--- src/rtl/fetch_unit_pkg.sv ---
// rtl/fetch_unit_pkg.sv - shared widths, PC step, fetch state and buffer entry type
package fetch_unit_pkg;

    localparam int ADDR_W  = 12;
    localparam int INSTR_W = 16;

    localparam logic [ADDR_W-1:0] PC_STEP = 12'd2;
    // Instructions are halfword aligned, so PC bit 0 is forced low everywhere.
    localparam logic [ADDR_W-1:0] PC_MASK = ~12'd1;

    typedef enum logic {
        RUN    = 1'b0,
        HALTED = 1'b1
    } fetch_state_e;

    typedef struct packed {
        logic [ADDR_W-1:0]  pc;
        logic [INSTR_W-1:0] instr;
    } fetch_entry_t;

endpackage

--- src/rtl/fetch_buf.sv ---
// rtl/fetch_buf.sv - two-entry in-order buffer with push, pop and flush
// Entry 0 is always the head, so the head only changes on a pop, flush or push into empty.
module fetch_buf
    import fetch_unit_pkg::*;
#(
    parameter int DEPTH = 2
) (
    input  logic         clk,
    input  logic         reset,
    input  logic         i_push,
    input  fetch_entry_t i_push_data,
    input  logic         i_pop,
    input  logic         i_flush,
    output logic [1:0]   o_count,
    output logic         o_head_valid,
    output fetch_entry_t o_head_data
);

    localparam logic [1:0] FULL = 2'(DEPTH);

    fetch_entry_t r_ent0;
    fetch_entry_t r_ent1;
    logic [1:0]   r_count;
    logic         w_push;
    logic         w_pop;

    // Guards make overflow and underflow impossible even under bad requests.
    assign w_pop  = i_pop && (r_count != 2'd0);
    assign w_push = i_push && ((r_count != FULL) || w_pop);

    always_ff @(posedge clk or posedge reset) begin
        if (reset) begin
            r_count <= 2'd0;
            r_ent0  <= '0;
            r_ent1  <= '0;
        end else if (i_flush) begin
            r_count <= 2'd0;
        end else begin
            case ({w_push, w_pop})
                2'b10: begin
                    if (r_count == 2'd0) r_ent0 <= i_push_data;
                    else                 r_ent1 <= i_push_data;
                    r_count <= r_count + 2'd1;
                end
                2'b01: begin
                    r_ent0  <= r_ent1;
                    r_count <= r_count - 2'd1;
                end
                2'b11: begin
                    if (r_count == 2'd1) begin
                        r_ent0 <= i_push_data;
                    end else begin
                        r_ent0 <= r_ent1;
                        r_ent1 <= i_push_data;
                    end
                end
                default: ;
            endcase
        end
    end

    assign o_count      = r_count;
    assign o_head_valid = (r_count != 2'd0);
    assign o_head_data  = r_ent0;

endmodule

--- src/rtl/fetch_unit.sv ---
// rtl/fetch_unit.sv - instruction fetch: PC, RUN/HALTED control and output buffer
module fetch_unit
    import fetch_unit_pkg::*;
#(
    parameter logic [ADDR_W-1:0] RESET_PC  = 12'h000,
    parameter int                BUF_DEPTH = 2
) (
    input  logic               clk,
    input  logic               reset,
    output logic [ADDR_W-1:0]  imem_addr,
    input  logic [INSTR_W-1:0] imem_instr,
    input  logic               redirect_valid,
    input  logic [ADDR_W-1:0]  redirect_addr,
    input  logic               halt_req,
    output logic               out_valid,
    input  logic               out_ready,
    output logic [INSTR_W-1:0] out_instr,
    output logic [ADDR_W-1:0]  out_pc
);

    localparam logic [ADDR_W-1:0] PC_INIT = RESET_PC & PC_MASK;
    localparam logic [1:0]        FULL    = 2'(BUF_DEPTH);

    fetch_state_e r_state;
    fetch_state_e w_state_next;
    logic [ADDR_W-1:0] r_pc;
    logic [1:0]        w_count;
    logic              w_pop;
    logic              w_space;
    logic              w_fetch;
    logic              w_flush;
    fetch_entry_t      w_push_data;
    fetch_entry_t      w_head;

    always_ff @(posedge clk or posedge reset) begin
        if (reset) r_state <= RUN;
        else       r_state <= w_state_next;
    end

    always_comb begin
        w_state_next = r_state;
        if (redirect_valid)                    w_state_next = RUN;
        else if (r_state == RUN && halt_req)   w_state_next = HALTED;
    end

    // A pop this cycle frees a slot, so a full buffer can still accept a fetch.
    assign w_pop   = out_valid && out_ready;
    assign w_space = (w_count != FULL) || w_pop;

    always_comb begin
        w_flush = redirect_valid;
        w_fetch = 1'b0;
        if (r_state == RUN && !redirect_valid && !halt_req && w_space) w_fetch = 1'b1;
    end

    always_ff @(posedge clk or posedge reset) begin
        if (reset)               r_pc <= PC_INIT;
        else if (redirect_valid) r_pc <= redirect_addr & PC_MASK;
        else if (w_fetch)        r_pc <= r_pc + PC_STEP;
    end

    assign imem_addr         = r_pc;
    assign w_push_data.pc    = r_pc;
    assign w_push_data.instr = imem_instr;

    fetch_buf #(
        .DEPTH(BUF_DEPTH)
    ) u_buf (
        .clk         (clk),
        .reset       (reset),
        .i_push      (w_fetch),
        .i_push_data (w_push_data),
        .i_pop       (w_pop),
        .i_flush     (w_flush),
        .o_count     (w_count),
        .o_head_valid(out_valid),
        .o_head_data (w_head)
    );

    assign out_instr = w_head.instr;
    assign out_pc    = w_head.pc;

endmodule

--- config.mk ---
export PLATFORM = sky130hd
export DESIGN_NAME = fetch_unit
export DESIGN_NICKNAME = d
export VERILOG_FILES = /design/src/rtl/fetch_unit_pkg.sv /design/src/rtl/fetch_buf.sv /design/src/rtl/fetch_unit.sv
export SDC_FILE = /design/constraint.sdc
export NUM_CORES = 1
export LEC_CHECK = 0
export CAP_MARGIN = 20
export CORE_ASPECT_RATIO = 2
export CORE_MARGIN = 3
export CORE_UTILIZATION = 50
export CTS_BUF_LIST = sky130_fd_sc_hd__clkbuf_16
export CTS_CLUSTER_DIAMETER = 150
export DETAILED_ROUTE_END_ITERATION = 7
export GPL_ROUTABILITY_DRIVEN = 0
export HOLD_SLACK_MARGIN = 0.12
export PLACE_DENSITY = 0.8
export SYNTH_ARGS = -nofsm -noshare
export SYNTH_HDL_FRONTEND = slang
export SYNTH_SLANG_ARGS = --single-unit
--- constraint.sdc ---
create_clock -name clk -period 6.62 [get_ports clk]
set_input_delay 0.993 -clock clk [delete_from_list [all_inputs] [get_ports clk]]
set_output_delay 0.993 -clock clk [all_outputs]
set_load 0.01 [all_outputs]
==> flow_summary.json <==
{
  "status": "complete, no violations",
  "worstSetupStartpointType": "input port",
  "avgSynthCellArea_um2": 10.2,
  "antenna_found_initial": 0,
  "coreArea_um2": 6110,
  "leakagePower_nw": 1.75,
  "cts_sinks": 69,
  "yosysWarnings": 0,
  "maxCapViolations": 0,
  "fin_skew_ps": 6.06,
  "viasPerCell": 5.44,
  "wirelength_um": 7010,
  "dp_hpwl_um": 4580,
  "start_util_pct": 52.5,
  "n_antenna_cell": 0,
  "setup_viol": 0,
  "tns_ps": 0,
  "fmax_mhz": 282,
  "clk_latency_ps": 320,
  "synth_top_area_share_pct": 53.8,
  "worstSetupPathType": "input port to register",
  "rsz0062_at_grt": "false",
  "numCtsBuffers": 9,
  "die_x_um": 62.6,
  "ctsRootBufferMaster": "clkbuf_16",
  "hold_buffers": 0,
  "grt_pass1_vias": 2510,
  "fillerInstances": 490,
  "syn_area_um2": 3210,
  "cp_slowest_cell": "clkdlybuf4s50_1",
  "cts_setup_buffers": 0,
  "grt_pass1_wl_um": 11700,
  "worstPathMaxFanout": 27,
  "worst_slew_pin_slew_ps": 1040,
  "synth-edff-count": 0,
  "max_stage_delay_ps": 870,
  "critical-path-top-delay-family": "buffers and inverters",
  "io_pins": 74,
  "synth_commonest_cells": "dfrtp_1, nand2_1, nor2_1",
  "relSlewSlack_pct": 30.9,
  "cts_tree": "built",
  "synth.most_common_cell": "dfrtp_1",
  "gr-usage-all-layers_pct": 19.8,
  "syn_inst": 313,
  "io_buffers": 71,
  "area_growth_pct": 32.7,
  "firstDrtPassIters": 7,
  "synth_ff_type": "dfrtp_1",
  "postCtsResizedCells": 0,
  "ys_seq_area_share_pct": 53.8,
  "vias": 2542,
  "critPathRequiredTime_ps": 6830,
  "drcViolationCount": 0,
  "drt-initial-drc-count": 140,
  "wire_per_inst_um": 15.0,
  "cp-end-kind": "register",
  "grt_overflow": 0,
  "syn-num-nets": 350,
  "synth_top_area_cell": "dfrtp_1",
  "grt_max_degree": 70,
  "arrival_ps": 3750,
  "async_reset_ff_share_pct": 100,
  "finalHoldViolations": 0,
  "drtAntennaViolNets": 0,
  "crit_chain": "clkdlybuf4s50_1 -> or3_1 -> a2111oi_4 -> buf_4 -> mux2_2",
  "placementRows": 40,
  "power.density_nw_per_um2": 434,
  "fin_nets": 415,
  "die_h_um": 119,
  "drive_gt1_share_pct": 13.3,
  "dieArea_um2": 7470,
  "clock_path_buffers": 2,
  "ys_seq_elements": 69,
  "synth_cell_types": 35,
  "yosys-top-cells-area": "dfrtp_1, mux2_2, nand2_1",
  "peakVddDrop_mv": 0.232,
  "hold_path.class": "register to register",
  "period_share_pct": 53.6,
  "total_power_mw": 1.85,
  "period_minus_slack_ps": 3550,
  "drv_slew": 0,
  "path_buf_inv": 2,
  "cts.clk_slew.worst_paths_ps": 50,
  "htreeDepth": 3
}
## worst paths after layout
check / from / to / slack, ps / cells after the start
max in group asynchronous: reset / u_buf.o_head_data[14] / 4810 / 3
min reg2reg: u_buf.r_ent1[17] / u_buf.r_ent1[17] / 510 / 1
max: redirect_valid / u_buf.r_ent1[1] / 3070 / 5
max reg2reg: u_buf.o_count[0] / u_buf.o_head_data[24] / 4010 / 7
min in group asynchronous: reset / u_buf.o_head_data[0] / 1270 / 3
min: u_buf.r_ent1[17] / u_buf.r_ent1[17] / 510 / 1
## cells in the final DEF, fill, tap and decap left out, drive strengths merged, types with 2 or more instances in the layout
cell / instances
clkinv: 5
inv: 7
nand2: 67
mux2: 28
a31oi: 27
nand3: 2
clkbuf: 9
clkdlybuf4s50: 71
o21ai: 11
a211oi: 4
bufinv: 2
nand2b: 2
nor2b: 4
buf: 4
xnor2: 9
a21oi: 5
mux2i: 2
nand4: 3
dfrtp: 69
a2111oi: 7
ha: 4
nor2: 30
## sequential cells by signal (all words and copies together), names as in the netlist
register	cells
imem_addr	11
r_state	1
u_buf.o_count	2
u_buf.o_head_data	28
u_buf.r_ent1	27
## worst register-to-register path: stages (launching register included)
cell	delay (ps)
dfrtp_1	340
inv_1	80
ha_1	380
or4b_2	750
a21oi_4	180
buf_4	490
nor2_1	100
a31oi_1	200
## area by class of cell
class	count	area [um2]	share of cell area (%)
clock inverter	7	80.1	1.88
multi-input combinational	216	1350	31.8
timing repair buffer	75	741	17.4
tap	84	105	2.47
clock buffer	9	225	5.29
inverter	7	26.3	0.617
sequential	69	1730	40.6
## layer usage
metal | wire length [um] | vias to the layer above | global-route usage [%] | share of wire (%)
li1 | - | 1208 | - | -
met3 | 325 | 18 | 4.53 | 4.6
met5 | 0 | - | 0 | 0
met4 | 192 | 0 | 9.82 | 2.7
met1 | 2650 | 1228 | 22.1 | 38
met2 | 3840 | 88 | 34.8 | 55
## power by group
part	total [mW]	internal, mW	switching (mW)	leakage [nW]
combinational	0.656	0.354	0.302	0.784
clock	0.487	0.323	0.164	0.149
sequential	0.704	0.601	0.103	0.816
## through the flow
| step | util, % | hold WS (ps) | cells | instance area [um2] | setup WS, ps |
|---|---|---|---|---|---|
| after global routing | 69.7 | 512 | 467 | 4260 | 2910 |
| final | 69.7 | 505 | 467 | 4260 | 3070 |
| after CTS | 69.7 | 508 | 467 | 4260 | 3080 |
| after floorplan | - | 480 | 313 | 3210 | 3780 |
| after global placement | 64.7 | 488 | 451 | 3950 | 2750 |
| after detailed placement | 64.7 | 495 | 451 | 3950 | 2730 |
## cell families (layout without fill, tap and decap cells)
| logic type | after synthesis | in the layout | synth area share [%] |
|---|---|---|---|
| compound gates | 57 | 57 | 12.1 |
| xor+xnor | 10 | 10 | 2.73 |
| fa+ha+maj | 4 | 4 | 1.56 |
| buf+inv | 28 | 98 | 4.37 |
| flops | 69 | 69 | 53.8 |
| mux | 30 | 30 | 10.5 |
| other cells | 1 | 1 | 0.117 |
| simple gates | 114 | 114 | 14.8 |
(Power assumes the default switching activity.)
==> patch 1, RTL diff (config.mk and constraints unchanged) <==
Set the package constant `INSTR_W` to 24 (it was 16).
--- a/src/rtl/fetch_unit_pkg.sv
+++ b/src/rtl/fetch_unit_pkg.sv
@@ -4,3 +4,3 @@
     localparam int ADDR_W  = 12;
-    localparam int INSTR_W = 16;
+    localparam int INSTR_W = 24;
 
Interface: changed (resized imem_instr and out_instr); port bits go from 74 to 90. No check against the original RTL was run, so the function may have changed too.
==> patch 1 against the original RTL <==
Clock skew about the same. Worst setup slack improved by 300 ps. Area after synthesis increased by 25%. Clock power decreased by 2%. Sequential cell count increased by 16. Total power increased by 20%. Routed wire length increased by 20%. Final area increased by 22%. Critical path type unchanged. Critical endpoint is now u_buf.o_head_data[6].
==> patch 1: results <==
[route]
dr.pass1.iters = 4
routed_wl_microns = 8420
vias = 2738
routed_via_density = 5.39
drtIter0Drc = 133

[min_path]
holdCritPathClass = "reg2reg"
min_from = "u_buf.r_ent1[18]"
worstHoldEndpoint = "u_buf.r_ent1[18]"

[critical_path]
r2r-end = "u_buf.o_head_data[17]"
r2r_slack_ps = 3680
cp.arrival_ps = 3440

[layout]
fillCellCount = 546
fin_nets = 455
largest_reg_flops = 36
drive_above_1_share = 0.147

[yosys]
yosys-top-cells-area = "dfrtp_1 (53%), mux2_4 (11%), mux2i_1 (9.0%)"
ys_top_cells_by_count = "dfrtp_1 (85), nor2_1 (40), mux2i_1 (36)"
async_flop_share = 1.00
syn_area_per_cell_sq_um = 12.2
synth-seq-area-share = 0.529

[grt]
grtUsageTotal = 0.192
grt_pass1_vias = 2919
grt_pass1_wl_microns = 14300
grt_start_max_net_pins = 86

[sta]
slew_headroom = 0.414
finClkSkew_ps = 6.13

[status]
status = "complete, no violations"

[power]
p_leak_nw = 2.15
max-vdd-ir-drop_v = 0.000232

[clocking]
cts_resized = 0
clockRootBuffer = "clkbuf_16"

[place]
preCtsSetupSlack_ps = 3010
place_hpwl_microns = 5660
io_buffers = 87
dp_cells = 492
patch 1: area by class of cell:
class | count | area [sq um] | area share
Clock inverter | 6 | 55.1 | 0.0106
Tap cell | 94 | 118 | 0.0227
Multi-Input combinational cell | 213 | 1700 | 0.328
Inverter | 9 | 35.0 | 0.00675
Clock buffer | 9 | 225 | 0.0434
Timing Repair Buffer | 92 | 928 | 0.179
Sequential cell | 85 | 2130 | 0.410
patch 1: worst max-delay path by stage:
| stage | start | endpoint | slack (ps) |
|---|---|---|---|
| after floorplan | reset | imem_addr[10] | 3430 |
| after global placement | redirect_valid | u_buf.o_head_data[26] | 3060 |
| after detailed placement | redirect_valid | u_buf.r_ent1[3] | 3010 |
| after CTS | redirect_valid | u_buf.o_head_data[6] | 3360 |
| after global routing | redirect_valid | u_buf.o_head_data[2] | 3200 |
| final | redirect_valid | u_buf.o_head_data[6] | 3370 |
patch 1: critical path: stages:
cell,delay [ps]
clkdlybuf4s50_1,1040
inv_1,260
a31oi_4,210
buf_4,530
mux2i_1,290
a21oi_1,90
patch 1: where the power goes:
| part | internal [mW] | switching [mW] |
|---|---|---|
| sequential | 0.746 | 0.139 |
| clock | 0.286 | 0.189 |
| combinational | 0.507 | 0.354 |
patch 1: logic make-up after synthesis:
group / share of synthesized area
flops: 0.529
mux: 0.218
simple gates: 0.0715
compound gates: 0.0883
buf+inv: 0.0535
xor+xnor: 0.0261
fa+ha+maj: 0.0124
other cells: 0.000932
patch 1: routing by layer:
layer / GRT usage / up-vias / share of wire / wire, microns
li1: - / 1307 / - / -
met1: 0.219 / 1360 / 0.39 / 3270
met2: 0.339 / 61 / 0.56 / 4680
met3: 0.0510 / 10 / 0.037 / 315
met4: 0.0728 / 0 / 0.018 / 149
met5: 0 / - / 0 / 0
patch 1: per-stage QoR:
stage | util | hold slack (ps) | area [sq um]
final | 0.673 | 509 | 5190
after detailed placement | 0.633 | 493 | 4880
after floorplan | - | 480 | 4020
after global routing | 0.673 | 530 | 5190
after global placement | 0.633 | 487 | 4880
after CTS | 0.670 | 512 | 5160
==> patch 2, RTL diff (same settings) <==
Without the edit above. Make the reset (`reset`) synchronous in 3 clocked blocks.
--- a/src/rtl/fetch_buf.sv
+++ b/src/rtl/fetch_buf.sv
@@ -30,3 +30,3 @@
 
-    always_ff @(posedge clk or posedge reset) begin
+    always_ff @(posedge clk) begin
         if (reset) begin
--- a/src/rtl/fetch_unit.sv
+++ b/src/rtl/fetch_unit.sv
@@ -34,3 +34,3 @@
 
-    always_ff @(posedge clk or posedge reset) begin
+    always_ff @(posedge clk) begin
         if (reset) r_state <= RUN;
@@ -55,3 +55,3 @@
 
-    always_ff @(posedge clk or posedge reset) begin
+    always_ff @(posedge clk) begin
         if (reset)               r_pc <= PC_INIT;
Formal check against the unedited RTL: differs if reset is asserted again (counterexample within 4 cycles, from zero or initial values and one cycle with reset high); with reset held inactive, the same outputs for 4 cycles.
==> patch 2 against the original RTL <==
Worst setup slack got worse by 520 ps. Sequential cell count fell by 1. Clock skew is 0.69 ps lower. Area after synthesis down 6.2%. Register-to-register slack got worse by 1100 ps. Final area decreased by 7.6%. Critical path type unchanged. Routed wire length up 7.2%. First-iteration DRC count is 43% higher. Synthesized cell count increased by 12%.
Power is not compared: it rests on default switching activity, and its combinational part moved more than twofold at a synthesized area within 25%.
==> patch 2: results <==
[critical_path]
startpoint = "out_ready"
crit_family = "simple AND/OR/NAND/NOR gates"
r2r_slack_ps = 2950
r2r_cells = 11
cp.arrival_ps = 4310
max_stage_delay_ps = 810

[place]
place_hpwl_microns = 4870
preCtsSetupSlack_ps = 2200
placed_area_sq_mm = 0.00367
dp_cells = 452
io_buffers = 70

[route]
vias = 2742
drtIter0Drc = 200
wire_per_inst_microns = 16.1
drt-met1-wl_microns = 2900
wl_met2_microns = 3910
dr.pass1.iters = 4
met3_length_microns = 492

[yosys]
synth-seq-area-share = 0.452
ys_top_cells_by_count = "dfxtp_1 (68), nand2_1 (58), nor2_1 (39)"
async_flop_share = 0
ys_ff_latch = 68
yosysUniqueCellTypes = 36
synth_flop_cell = "dfxtp_1"
synthCells = 349
yosys-top-cells-area = "dfxtp_1 (45%), a221oi_1 (7.9%), nand2_1 (7.2%)"

[grt]
grtUsageTotal = 0.225
antenna_found_initial = 0
grt_use_met1 = 0.255
grt_pass1_vias = 2602
met3_usage = 0.0569
use_met2 = 0.389
grt_pass1_wl_microns = 12000
grt_start_max_net_pins = 69

[layout]
fin_nets = 444
inverters = 9
nMultiInputCombCells = 242
buffers = 73
fillCellCount = 484
drive_above_1_share = 0.0591
nonClkBufAreaFrac = 0.185
multi_input_area_sq_mm = 0.00149
final-clk-cell-share = 0.0630

[clocking]
cts_setup_buffers = 0

[sta]
finClkSkew_ps = 5.37
slew_headroom = 0.331
fmax_ghz = 0.246

[floorplan]
rows = 39

[status]
status = "complete, no violations"
## patch 2: how the worst min path moves through the flow
stage | from | end | slack (ps) | depth (start not counted)
2_1_floorplan | u_buf.r_ent1[0] | u_buf.r_ent1[0] | 440 | 2
3_3_place_gp | u_buf.r_ent1[3] | u_buf.r_ent1[3] | 440 | 2
3_5_place_dp | u_buf.r_ent1[15] | u_buf.r_ent1[15] | 450 | 2
4_1_cts | u_buf.r_ent1[15] | u_buf.r_ent1[15] | 450 | 2
5_1_grt | u_buf.r_ent1[25] | u_buf.r_ent1[25] | 480 | 2
6_report | u_buf.r_ent1[11] | u_buf.r_ent1[11] | 460 | 2
## patch 2: kinds of logic after synthesis
family,after synthesis,synth area share
buffers and inverters,40,0.0574
flip-flops,68,0.452
AO/OA/AOI/OAI,81,0.213
adder cells (fa/ha/maj),8,0.0333
AND/OR/NAND/NOR,138,0.205
multiplexers,1,0.00333
XOR/XNOR,12,0.0349
other,1,0.00125
